`src/rtl/fifo_arb_pkg.sv`:
```
// fifo_arb_pkg
//   Shared definitions for the FIFO write-side arbiter:
//   - default values for the data width, requester count and burst length
//   - the two-state arbiter state type (IDLE / GRANT)
package fifo_arb_pkg;

  localparam int DSIZE_DEFAULT = 8;
  localparam int NREQ_DEFAULT  = 4;
  localparam int BURST_DEFAULT = 4;

  typedef enum logic {
    IDLE  = 1'b0,
    GRANT = 1'b1
  } state_t;

endpackage

```
`src/rtl/fifo_wr_arb_rr_pick.sv`:
```
// rr_pick
//   Combinational round-robin search. Starting at i_start and walking upward
//   with wrap-around, returns the first index whose request bit is set.
// Ports:
//   i_req    [NREQ-1:0]          request vector
//   i_start  [clog2(NREQ)-1:0]   first index to examine (must be < NREQ)
//   o_found                      any request bit set
//   o_idx    [clog2(NREQ)-1:0]   winning index (0 when nothing is found)
module rr_pick #(
  parameter int NREQ = 4
) (
  input  logic [NREQ-1:0]         i_req,
  input  logic [$clog2(NREQ)-1:0] i_start,
  output logic                    o_found,
  output logic [$clog2(NREQ)-1:0] o_idx
);

  localparam int IW = $clog2(NREQ);

  // Walk the offsets from farthest to nearest so that the last hit written
  // is the one closest to i_start, which is the round-robin winner.
  always_comb begin
    int pos;
    pos     = 0;
    o_found = 1'b0;
    o_idx   = '0;
    for (int i = NREQ - 1; i >= 0; i--) begin
      pos = int'(i_start) + i;
      if (pos >= NREQ) begin
        pos = pos - NREQ;
      end
      if (i_req[pos]) begin
        o_found = 1'b1;
        o_idx   = IW'(pos);
      end
    end
  end

endmodule

```
`src/rtl/fifo_wr_arb.sv`:
```
// fifo_wr_arb
//   Round-robin arbiter merging NREQ valid/ready requesters onto a single
//   FIFO write port. A winner owns the port for up to BURST beats, or until
//   it drops its valid, and the next owner is chosen on that same edge.
// Ports:
//   wclk, w_rst                 clock, asynchronous active-high reset
//   req_valid [NREQ]            per-requester beat valid
//   req_data  [NREQ*Dsize]      per-requester data, requester i at [i*Dsize +: Dsize]
//   req_ready [NREQ]            per-requester beat accepted this cycle
//   wfull                       FIFO full, stalls the current owner
//   winc, w_data [Dsize]        FIFO write enable and write data
//   grant_id  [clog2(NREQ)]     current owner, meaningful while busy
//   busy                        an owner holds the port
module fifo_wr_arb
  import fifo_arb_pkg::*;
#(
  parameter int Dsize = DSIZE_DEFAULT,
  parameter int NREQ  = NREQ_DEFAULT,
  parameter int BURST = BURST_DEFAULT
) (
  input  logic                    wclk,
  input  logic                    w_rst,
  input  logic [NREQ-1:0]         req_valid,
  input  logic [NREQ*Dsize-1:0]   req_data,
  output logic [NREQ-1:0]         req_ready,
  input  logic                    wfull,
  output logic                    winc,
  output logic [Dsize-1:0]        w_data,
  output logic [$clog2(NREQ)-1:0] grant_id,
  output logic                    busy
);

  localparam int IW = $clog2(NREQ);
  localparam int CW = $clog2(BURST) + 1;
  // A transfer taken while the count sits here is the final beat of a burst.
  localparam logic [CW-1:0] BURST_LAST = CW'(BURST - 1);

  state_t          r_state;
  logic [IW-1:0]   r_owner;
  logic [IW-1:0]   r_last;
  logic [CW-1:0]   r_count;

  logic [IW-1:0]   w_start;
  logic            w_found;
  logic [IW-1:0]   w_pickIdx;
  logic            w_busy;
  logic            w_ownerValid;
  logic            w_xfer;
  logic            w_release;

  // While granted r_last always equals r_owner, so one search starting after
  // r_last serves both the idle pick and the release re-arbitration. Because
  // the search wraps, an owner that is still valid is only re-picked when
  // nobody else is asking.
  assign w_start      = (r_last == IW'(NREQ - 1)) ? '0 : r_last + 1'b1;
  assign w_busy       = (r_state == GRANT);
  assign w_ownerValid = req_valid[r_owner];
  assign w_xfer       = w_busy & w_ownerValid & ~wfull;
  // Owner dropping valid releases even when the FIFO is full.
  assign w_release    = w_busy & ((w_xfer & (r_count == BURST_LAST)) | ~w_ownerValid);

  rr_pick #(
    .NREQ (NREQ)
  ) u_pick (
    .i_req   (req_valid),
    .i_start (w_start),
    .o_found (w_found),
    .o_idx   (w_pickIdx)
  );

  // Arbiter state: pick an owner from IDLE, count beats while granted, and
  // hand over on release without an idle bubble when anyone is still asking.
  always_ff @(posedge wclk or posedge w_rst) begin
    if (w_rst) begin
      r_state <= IDLE;
      r_owner <= '0;
      r_last  <= IW'(NREQ - 1);
      r_count <= '0;
    end else begin
      case (r_state)
        IDLE: begin
          r_count <= '0;
          if (w_found) begin
            r_state <= GRANT;
            r_owner <= w_pickIdx;
            r_last  <= w_pickIdx;
          end
        end
        GRANT: begin
          if (w_release) begin
            r_count <= '0;
            if (w_found) begin
              r_owner <= w_pickIdx;
              r_last  <= w_pickIdx;
            end else begin
              r_state <= IDLE;
            end
          end else if (w_xfer) begin
            r_count <= r_count + 1'b1;
          end
        end
        default: begin
          r_state <= IDLE;
          r_count <= '0;
        end
      endcase
    end
  end

  // The datapath is a pure mux on the registered owner, so acceptance
  // reacts to valid and wfull within the same cycle.
  always_comb begin
    req_ready = '0;
    winc      = 1'b0;
    w_data    = '0;
    if (w_busy) begin
      req_ready[r_owner] = w_xfer;
      winc               = w_xfer;
      w_data             = req_data[r_owner*Dsize +: Dsize];
    end
  end

  assign busy     = w_busy;
  assign grant_id = r_owner;

endmodule

```
`config.mk`:
```
export PLATFORM = sky130hd
export DESIGN_NAME = fifo_wr_arb
export DESIGN_NICKNAME = d
export VERILOG_FILES = /design/src/rtl/fifo_arb_pkg.sv /design/src/rtl/fifo_wr_arb_rr_pick.sv /design/src/rtl/fifo_wr_arb.sv
export SDC_FILE = /design/constraint.sdc
export NUM_CORES = 1
export LEC_CHECK = 0
export CAP_MARGIN = 20
export CORE_ASPECT_RATIO = 1.1
export CORE_UTILIZATION = 35
export DETAILED_ROUTE_END_ITERATION = 12
export GPL_TIMING_DRIVEN = 1
export PLACE_DENSITY_LB_ADDON = 0.12
export RECOVER_POWER = 50
export REMOVE_ABC_BUFFERS = 1
export SETUP_SLACK_MARGIN = 0.2
export SLEW_MARGIN = 20
export SYNTH_ARGS = -nofsm -noshare
export SYNTH_HDL_FRONTEND = slang
export SYNTH_SLANG_ARGS = --single-unit
```
`constraint.sdc`:
```
create_clock -name wclk -period 3.68 [get_ports wclk]
set_input_delay 0.736 -clock wclk [delete_from_list [all_inputs] [get_ports wclk]]
set_output_delay 0.736 -clock wclk [all_outputs]
set_load 0.01 [all_outputs]
```
==> impl_metrics.yaml, run 1 <==
die:
  fp.dieW_um: 46.31
  die_h_um: 50.74
  dieArea_mm2: 0.002349
  fp.coreArea_mm2: 0.002021
  initial_utilization_pct: 37.40
  rows: 17
  ios: 55
drt:
  drtIter0Drc: 8
  vias: 800
  finalWirelength_mm: 2.110
  dr_wl_met2_mm: 1.148
  viasPerCell: 5.063
  antenna_left: 0
  routedWlPerCell_um: 13.35
  firstDrtPassIters: 4
  wl_met1_um: 791
  routed.top_layer: "met4"
  wl_met3_um: 151
  drc_errors: 0
timing:
  setup-violations-final: 0
  skew_ps: 6.673
  tns_ps: 0
  worstMarginPinSlew_ps: 658.7
  layout_setup_ws_ps: 215.8
  hold_slack_ps: 459.5
  fin_crit_sh_pct: 94.14
  fmax_mhz: 288.7
  rsz0062_at_grt: "no"
  hold_viol: 0
  drv_slew: 0
  slew_headroom_pct: 56.09
  period_minus_slack_ps: 3464
layout:
  area_growth_pct: 77.81
  drive_gt1_share_pct: 11.54
  finalInstanceArea_mm2: 0.001344
  antenna_cells: 0
  nets: 174
  finish.utilization_pct: 66.50
  final_cells: 158
yosys:
  synth-seq-cells: 8
  netlist_instances: 75
  synth-seq-area-share_pct: 26.82
  synth_top_area_share_pct: 19.87
  synth_edf_count: 0
  netlist_top_cells_count: "10 x nand2_1, 8 x and2_1, 7 x nor2_1"
  synthTopCellsByArea: "dfrtp_1 20%, mux4_2 18%, mux4_1 10%"
  synthesis.area_um2: 755.7
  avgSynthCellArea_um2: 10.08
  yosysMostFrequentCell: "nand2_1"
  synth.yosys.warnings: 0
  synthArstFlopShare_pct: 100.0
  yosys_most_used_dff: "dfrtp_1"
  netlist.top_cell.by_area: "dfrtp_1"
  ys_types: 22
power:
  finalPower_mw: 0.7559
  ir_drop_mv: 0.3867
  p_leak_nw: 0.5281
  power_density_mw_per_mm2: 562.5
place:
  gp_congestion: 0.8555
  pre_cts_slack_ps: 260.3
  dp.cells: 155
  portBuffers: 54
  dp_hpwl_mm: 1.741
  placedInstanceArea_mm2: 0.001324
clocking:
  clock-sinks: 8
  cts_max_path_buffers: 2
  hold_buffers: 0
  htreeDepth: 1
  path_clk_slew_ps: 50
  cts_tree: "done"
  root_buffer: "clkbuf_4"
  worstSkewPairLatency_ps: 250
  post_cts_buffers: 0
  numCtsBuffers: 3
worst_hold_path:
  min_path_type: "register to register"
job:
  max_cap_viol_count: 0
run_status:
  outcome: "finished clean"
grt:
  overflow: 0
  grt_max_degree: 15
  grt_usage_pct: 20.10
  antenna_found_initial: 0
  grt_pass1_wl_mm: 3.387
  grt_pass1_vias: 836
setup_path:
  required_ps: 2940
  crit_path_max_fanout: 7
  critPathCaptureType: "output port"
  arrival_ps: 2730
  startpoint_type: "input port"
  timing_worst_setup_path_type: "input port to output port"
==> cell families after synthesis <==
kind of cell               Yosys count  synth area share [%]
and+or+nand+nor                     38                 27.65
AOI/OAI and AO/OA                   10                 7.782
muxes                                9                 28.31
adders and majority gates            3                 4.967
DFF                                  8                 26.82
buffers and inverters                7                 4.470
==> cell usage in the layout, fill, tap and decap left out, types with 3 or more instances in the layout <==
cell	Yosys	routed
clkdlybuf4s50_1	0	50
nand2_1	10	9
and2_1	8	8
nor2_1	7	7
mux4_2	6	6
a21oi_1	6	6
dfrtp_1	6	6
dlygate4sd3_1	0	4
nand2b_1	3	3
mux4_1	3	3
inv_1	3	3
ha_1	3	3
clkbuf_4	0	3
==> what timing repair did <==
action / in CTS / in global routing
endpoints found under the setup margin: 0 / 1
resized for setup: 0 / 1
hold endpoints to repair: 0 / 0
==> per-layer routing <==
metal  GRT usage (%)  up-vias
met5               0        -
met4           8.333        0
met2           37.73       35
met1           19.37      371
li1                -      392
met3           5.036        2
==> flip-flops by register name, indices dropped and copies added, names as in the netlist <==
| signal | count |
|---|---|
| r_last | 2 |
| r_count | 3 |
| grant_id | 2 |
| busy | 1 |
==> where the power goes <==
group	internal, mW	total [mW]	switching [mW]
combinational	0.322	0.532	0.210
clock	0.0372	0.0645	0.0274
sequential	0.127	0.160	0.0326
total	0.486	0.756	0.270
==> critical path: stages <==
cell	delay, ps
dlygate4sd3_1	590
mux4_2	510
nand2_2	160
nor2_1	70
and3_1	190
clkdlybuf4s50_1	480
==> area by class of cell <==
class / count / area (um2)
inverter: 3 / 11.26
clock buffer: 3 / 22.52
multi-input combinational: 60 / 520.5
timing repair buffer: 56 / 551.8
sequential: 8 / 202.7
tap: 28 / 35.03
fill: 174 / 676.9
==> worst paths after layout <==
kind,slack [ps],start,end,depth (start not counted)
max,220,req_valid[3],req_ready[3],6
min,460,r_last[1]$_DFFE_PP1P_,r_last[1]$_DFFE_PP1P_,2
max reg2reg,1610,grant_id[0]$_DFFE_PP0P_,grant_id[1]$_DFFE_PP0P_,4
min reg2reg,460,r_last[1]$_DFFE_PP1P_,r_last[1]$_DFFE_PP1P_,2
max in group asynchronous,2550,w_rst,r_last[0]$_DFFE_PP1P_,2
min in group asynchronous,850,w_rst,r_count[0]$_DFFE_PP0P_,2
No activity file was read; power rests on OpenSTA's default activity.
==> inputs of run 2 (changes only) <==
--- a/config.mk
+++ b/config.mk
@@ -13,7 +13,7 @@
 export PLACE_DENSITY_LB_ADDON = 0.12
 export RECOVER_POWER = 50
 export REMOVE_ABC_BUFFERS = 1
-export SETUP_SLACK_MARGIN = 0.2
+export SETUP_SLACK_MARGIN = 0.4
 export SLEW_MARGIN = 20
 export SYNTH_ARGS = -nofsm -noshare
 export SYNTH_HDL_FRONTEND = slang
==> run 2 against run 1 <==
Effect of this change:
- clock power hardly changed
- combinational power is 0.9% lower
- maximum frequency is 2.5% higher
- utilization is 0.12 points lower
- setup slack better by 85 ps
- final cell count stayed put
- flip-flop and latch count stayed put
- clock skew hardly changed
- sequential share of layout area hardly changed
- non-clock buffer count stayed put
- via count is 0.63% higher
- critical path type unchanged
- largest cell class unchanged
==> impl_metrics.yaml, run 2 (synthesis results as in run 1) <==
layout:
  final_common_cell: "clkdlybuf4s50_1"
  most-common-layout-cells: "47 x clkdlybuf4s50_1, 10 x nand2_1, 8 x and2_1"
  drive_gt1_share_pct: 10.77
  regMostFlops: "r_count"
  finish.utilization_pct: 66.38
  largest_reg_flops: 3
  area_growth_pct: 77.48
  antenna_cells: 0
  nets: 174
drt:
  firstDrtPassIters: 4
  drc_errors: 0
  drtIter0Drc: 10
  viasPerCell: 5.095
  antenna_left: 0
  finalWirelength_mm: 2.106
  vias: 805
  routedWlPerCell_um: 13.33
clocking:
  cts_max_path_buffers: 2
  clock-sinks: 8
  post_cts_buffers: 0
  root_buffer: "clkbuf_4"
  htreeDepth: 1
  path_clk_slew_ps: 50
  worstSkewPairLatency_ps: 250
  cts_tree: "done"
  numCtsBuffers: 3
setup_path:
  crit_path_max_fanout: 7
  timing_worst_setup_path_type: "input port to output port"
  startpoint_type: "input port"
  required_ps: 2940
  critPathCaptureType: "output port"
  arrival_ps: 2640
die:
  rows: 17
  initial_utilization_pct: 37.40
  fp.coreArea_mm2: 0.002021
  dieArea_mm2: 0.002349
  ios: 55
  fp.dieW_um: 46.31
  die_h_um: 50.74
timing:
  hold_slack_ps: 459.5
  slew_headroom_pct: 56.10
  setup-violations-final: 0
  drv_slew: 0
  rsz0062_at_grt: "no"
  hold_viol: 0
  skew_ps: 6.585
  period_minus_slack_ps: 3379
  fmax_mhz: 296.0
  worstMarginPinSlew_ps: 658.6
  fin_crit_sh_pct: 91.82
  tns_ps: 0
power:
  power_density_mw_per_mm2: 559.8
  p_leak_nw: 0.5551
  ir_drop_mv: 0.3862
worst_hold_path:
  min_path_type: "register to register"
grt:
  grt_pass1_wl_mm: 3.381
  grt_max_degree: 15
  grt_usage_pct: 20.03
  grt_pass1_vias: 837
  antenna_found_initial: 0
  overflow: 0
place:
  gp_congestion: 0.8555
  portBuffers: 54
  dp_hpwl_mm: 1.741
run_status:
  outcome: "finished clean"
job:
  max_cap_viol_count: 0
-- run 2: path summary, 6_finish.rpt --
| path | startpoint | end | slack (ps) | cells after the start |
|---|---|---|---|---|
| min reg2reg | r_last[1]$_DFFE_PP1P_ | r_last[1]$_DFFE_PP1P_ | 460 | 2 |
| max in group asynchronous | w_rst | r_last[0]$_DFFE_PP1P_ | 2550 | 2 |
| min in group asynchronous | w_rst | r_count[0]$_DFFE_PP0P_ | 850 | 2 |
| max reg2reg | grant_id[0]$_DFFE_PP0P_ | grant_id[1]$_DFFE_PP0P_ | 1620 | 4 |
| max | req_valid[3] | req_ready[0] | 300 | 5 |
| min | r_last[1]$_DFFE_PP1P_ | r_last[1]$_DFFE_PP1P_ | 460 | 2 |
-- run 2: where the power goes --
group | internal (mW) | switching, mW
combinational | 0.318 | 0.209
clock | 0.0371 | 0.0273
sequential | 0.127 | 0.0326
-- run 2: cell type report --
class	count	area [um2]
sequential	8	202.7
fill	176	679.4
multi-input combinational	60	518.0
clock buffer	3	22.52
timing repair buffer	56	551.8
inverter	3	11.26
tap	28	35.03
-- run 2: metrics by stage --
step	std cells	total power, mW	cell area [um2]	setup WS [ps]
after floorplan	71	0.4639	733.2	1175
after global placement	155	0.6973	1324	324.4
after detailed placement	155	0.7080	1324	260.3
after CTS	158	0.7800	1351	408.9
after global routing	158	0.8195	1341	223.5
final	158	0.7509	1341	301.2
-- run 2: per-layer routing --
layer / vias up / share of wire, % / GRT usage (%)
met5: - / 0 / 0
met4: 0 / 0.85 / 8.333
met3: 2 / 7.3 / 5.036
met2: 39 / 54 / 37.73
met1: 372 / 37 / 19.14
li1: 392 / - / -
-- run 2: repair_timing --
action / CTS / global route
gates resized for setup: 4 / 1
hold buffers: 0 / 0
endpoints found under the setup margin: 3 / 1
-- run 2: critical path, stage by stage --
cell and delay [ps]:
dlygate4sd3_1 590, mux4_2 500, nand2_1 220, nor4_1 70, clkdlybuf4s50_1 520
==> inputs of run 3 (changes only) <==
--- a/config.mk
+++ b/config.mk
@@ -7,7 +7,7 @@
 export LEC_CHECK = 0
 export CAP_MARGIN = 20
 export CORE_ASPECT_RATIO = 1.1
-export CORE_UTILIZATION = 35
+export CORE_UTILIZATION = 36
 export DETAILED_ROUTE_END_ITERATION = 12
 export GPL_TIMING_DRIVEN = 1
 export PLACE_DENSITY_LB_ADDON = 0.12
==> run 3 against run 2 <==
Effect of this change:
- maximum frequency grew 0.61%
- non-clock buffer count down 1
- critical path depth unchanged
- final cell count is 0.63% lower
==> impl_metrics.yaml, run 3 (synthesis results as in run 1) <==
timing:
  skew_ps: 1.672
  tns_ps: 0
  slew_headroom_pct: 64.53
  fmax_mhz: 297.8
  drv_slew: 0
  period_minus_slack_ps: 3358
  setup-violations-final: 0
  fin_crit_sh_pct: 91.26
  hold_viol: 0
  rsz0062_at_grt: "no"
  layout_setup_ws_ps: 321.6
  worstMarginPinSlew_ps: 532.1
setup_path:
  r2r_slack_ps: 1580
  timing_worst_setup_path_type: "input port to output port"
  r2r_end: "grant_id[1]$_DFFE_PP0P_"
  worstReg2RegStart: "grant_id[1]$_DFFE_PP0P_"
  startpoint_type: "input port"
  cp_cell_sequence: "dlygate4sd3_1 -> mux4_2 -> nand2_1 -> nor4_1 -> clkdlybuf4s50_1"
  arrival_ps: 2620
  required_ps: 2940
  worst_path_largest_cell_delay_ps: 600
  critPathSlowestCell: "dlygate4sd3_1"
  crit_end: "req_ready[0]"
  crit_start: "req_valid[3]"
  crit_path_max_fanout: 7
  critPathCaptureType: "output port"
  r2r_cells: 4
drt:
  drtIter0Drc: 13
  viasPerCell: 5.045
  vias: 792
  drc_errors: 0
  antenna_left: 0
  finalWirelength_mm: 2.140
  firstDrtPassIters: 4
  routedWlPerCell_um: 13.63
layout:
  area_growth_pct: 76.99
  final_cells: 157
  most-common-layout-cells: "46 x clkdlybuf4s50_1, 10 x nand2_1, 8 x and2_1"
  nets: 173
  drive_gt1_share_pct: 10.85
  largest_reg_flops: 3
  regMostFlops: "r_count"
  final_common_cell: "clkdlybuf4s50_1"
  antenna_cells: 0
clocking:
  worstSkewPairLatency_ps: 250
  cts_max_path_buffers: 2
  root_buffer: "clkbuf_4"
  numCtsBuffers: 3
  htreeDepth: 1
  cts_tree: "done"
  post_cts_buffers: 0
  path_clk_slew_ps: 50
  clock-sinks: 8
die:
  die_h_um: 50.06
  initial_utilization_pct: 37.80
  dieArea_mm2: 0.002287
  ios: 55
  rows: 17
  fp.coreArea_mm2: 0.001999
  fp.dieW_um: 45.69
job:
  max_cap_viol_count: 0
power:
  ir_drop_mv: 0.3422
  p_leak_nw: 0.5552
  power_density_mw_per_mm2: 559.7
place:
  dp_hpwl_mm: 1.728
  portBuffers: 54
  pre_cts_slack_ps: 289.9
  gp_congestion: 0.8375
  dp.cells: 154
grt:
  grt_pass1_vias: 744
  grt_pass1_wl_mm: 3.194
  grt_usage_pct: 18.94
  antenna_found_initial: 0
  grt_max_degree: 16
  overflow: 0
worst_hold_path:
  min_path_type: "register to register"
  min_path_cells: 2
run_status:
  outcome: "finished clean"
-- run 3: cell types whose count changed in the layout (fill, tap and decap cells not counted) --
cell / before / now
clkbuf_1: 1 / 0
clkdlybuf4s50_1: 47 / 46
dlygate4sd3_1: 4 / 5
-- run 3: power by group --
group          switching [mW]  leakage (nW)  internal (mW)
sequential             0.0533        0.0955          0.127
combinational           0.188         0.446          0.315
clock                  0.0283        0.0138         0.0372
-- run 3: how the worst min path moves through the flow --
stage	from	end	slack, ps
2_1_floorplan	r_last[1]$_DFFE_PP1P_	r_last[1]$_DFFE_PP1P_	440
3_3_place_gp	r_last[1]$_DFFE_PP1P_	r_last[1]$_DFFE_PP1P_	460
3_5_place_dp	r_last[1]$_DFFE_PP1P_	r_last[1]$_DFFE_PP1P_	460
4_1_cts	r_last[1]$_DFFE_PP1P_	r_last[1]$_DFFE_PP1P_	470
5_1_grt	r_last[1]$_DFFE_PP1P_	r_last[1]$_DFFE_PP1P_	490
6_report	r_last[1]$_DFFE_PP1P_	r_last[1]$_DFFE_PP1P_	470
-- run 3: metal layers --
metal	up-vias	wire length (um)	global-route usage, %
met2	34	1122	35.71
met1	368	847	19.95
li1	390	-	-
met4	0	0	5.556
met5	-	0	0
met3	0	170	3.663
-- run 3: layout make-up --
cell class | count | area [um2]
Clock buffer | 3 | 22.52
Sequential cell | 8 | 202.7
Fill cell | 183 | 661.9
Timing Repair Buffer | 55 | 548.0
Inverter | 3 | 11.26
Tap cell | 28 | 35.03
Multi-Input combinational cell | 60 | 518.0
-- run 3: what timing repair did --
action                                  in CTS  in global routing
gates resized for setup                      4                  1
gates cloned                                 0                  0
hold buffers                                 0                  0
endpoints found under the setup margin       3                  1
-- run 3: per-stage QoR --
step	util (%)	area [um2]	hold slack (ps)	total power, mW
final	66.90	1338	466.5	0.7487
after global routing	66.90	1338	492.4	0.8051
after CTS	67.21	1344	468.1	0.7710
after detailed placement	65.83	1316	459.2	0.7007
after global placement	65.83	1316	455.6	0.6860
after floorplan	-	733.2	441.2	0.4639
-- run 3: critical path, delay by kind of cell --
kind	cells	cell delay, ps
buffers and inverters	2	1110
muxes	1	500
and+or+nand+nor	2	270
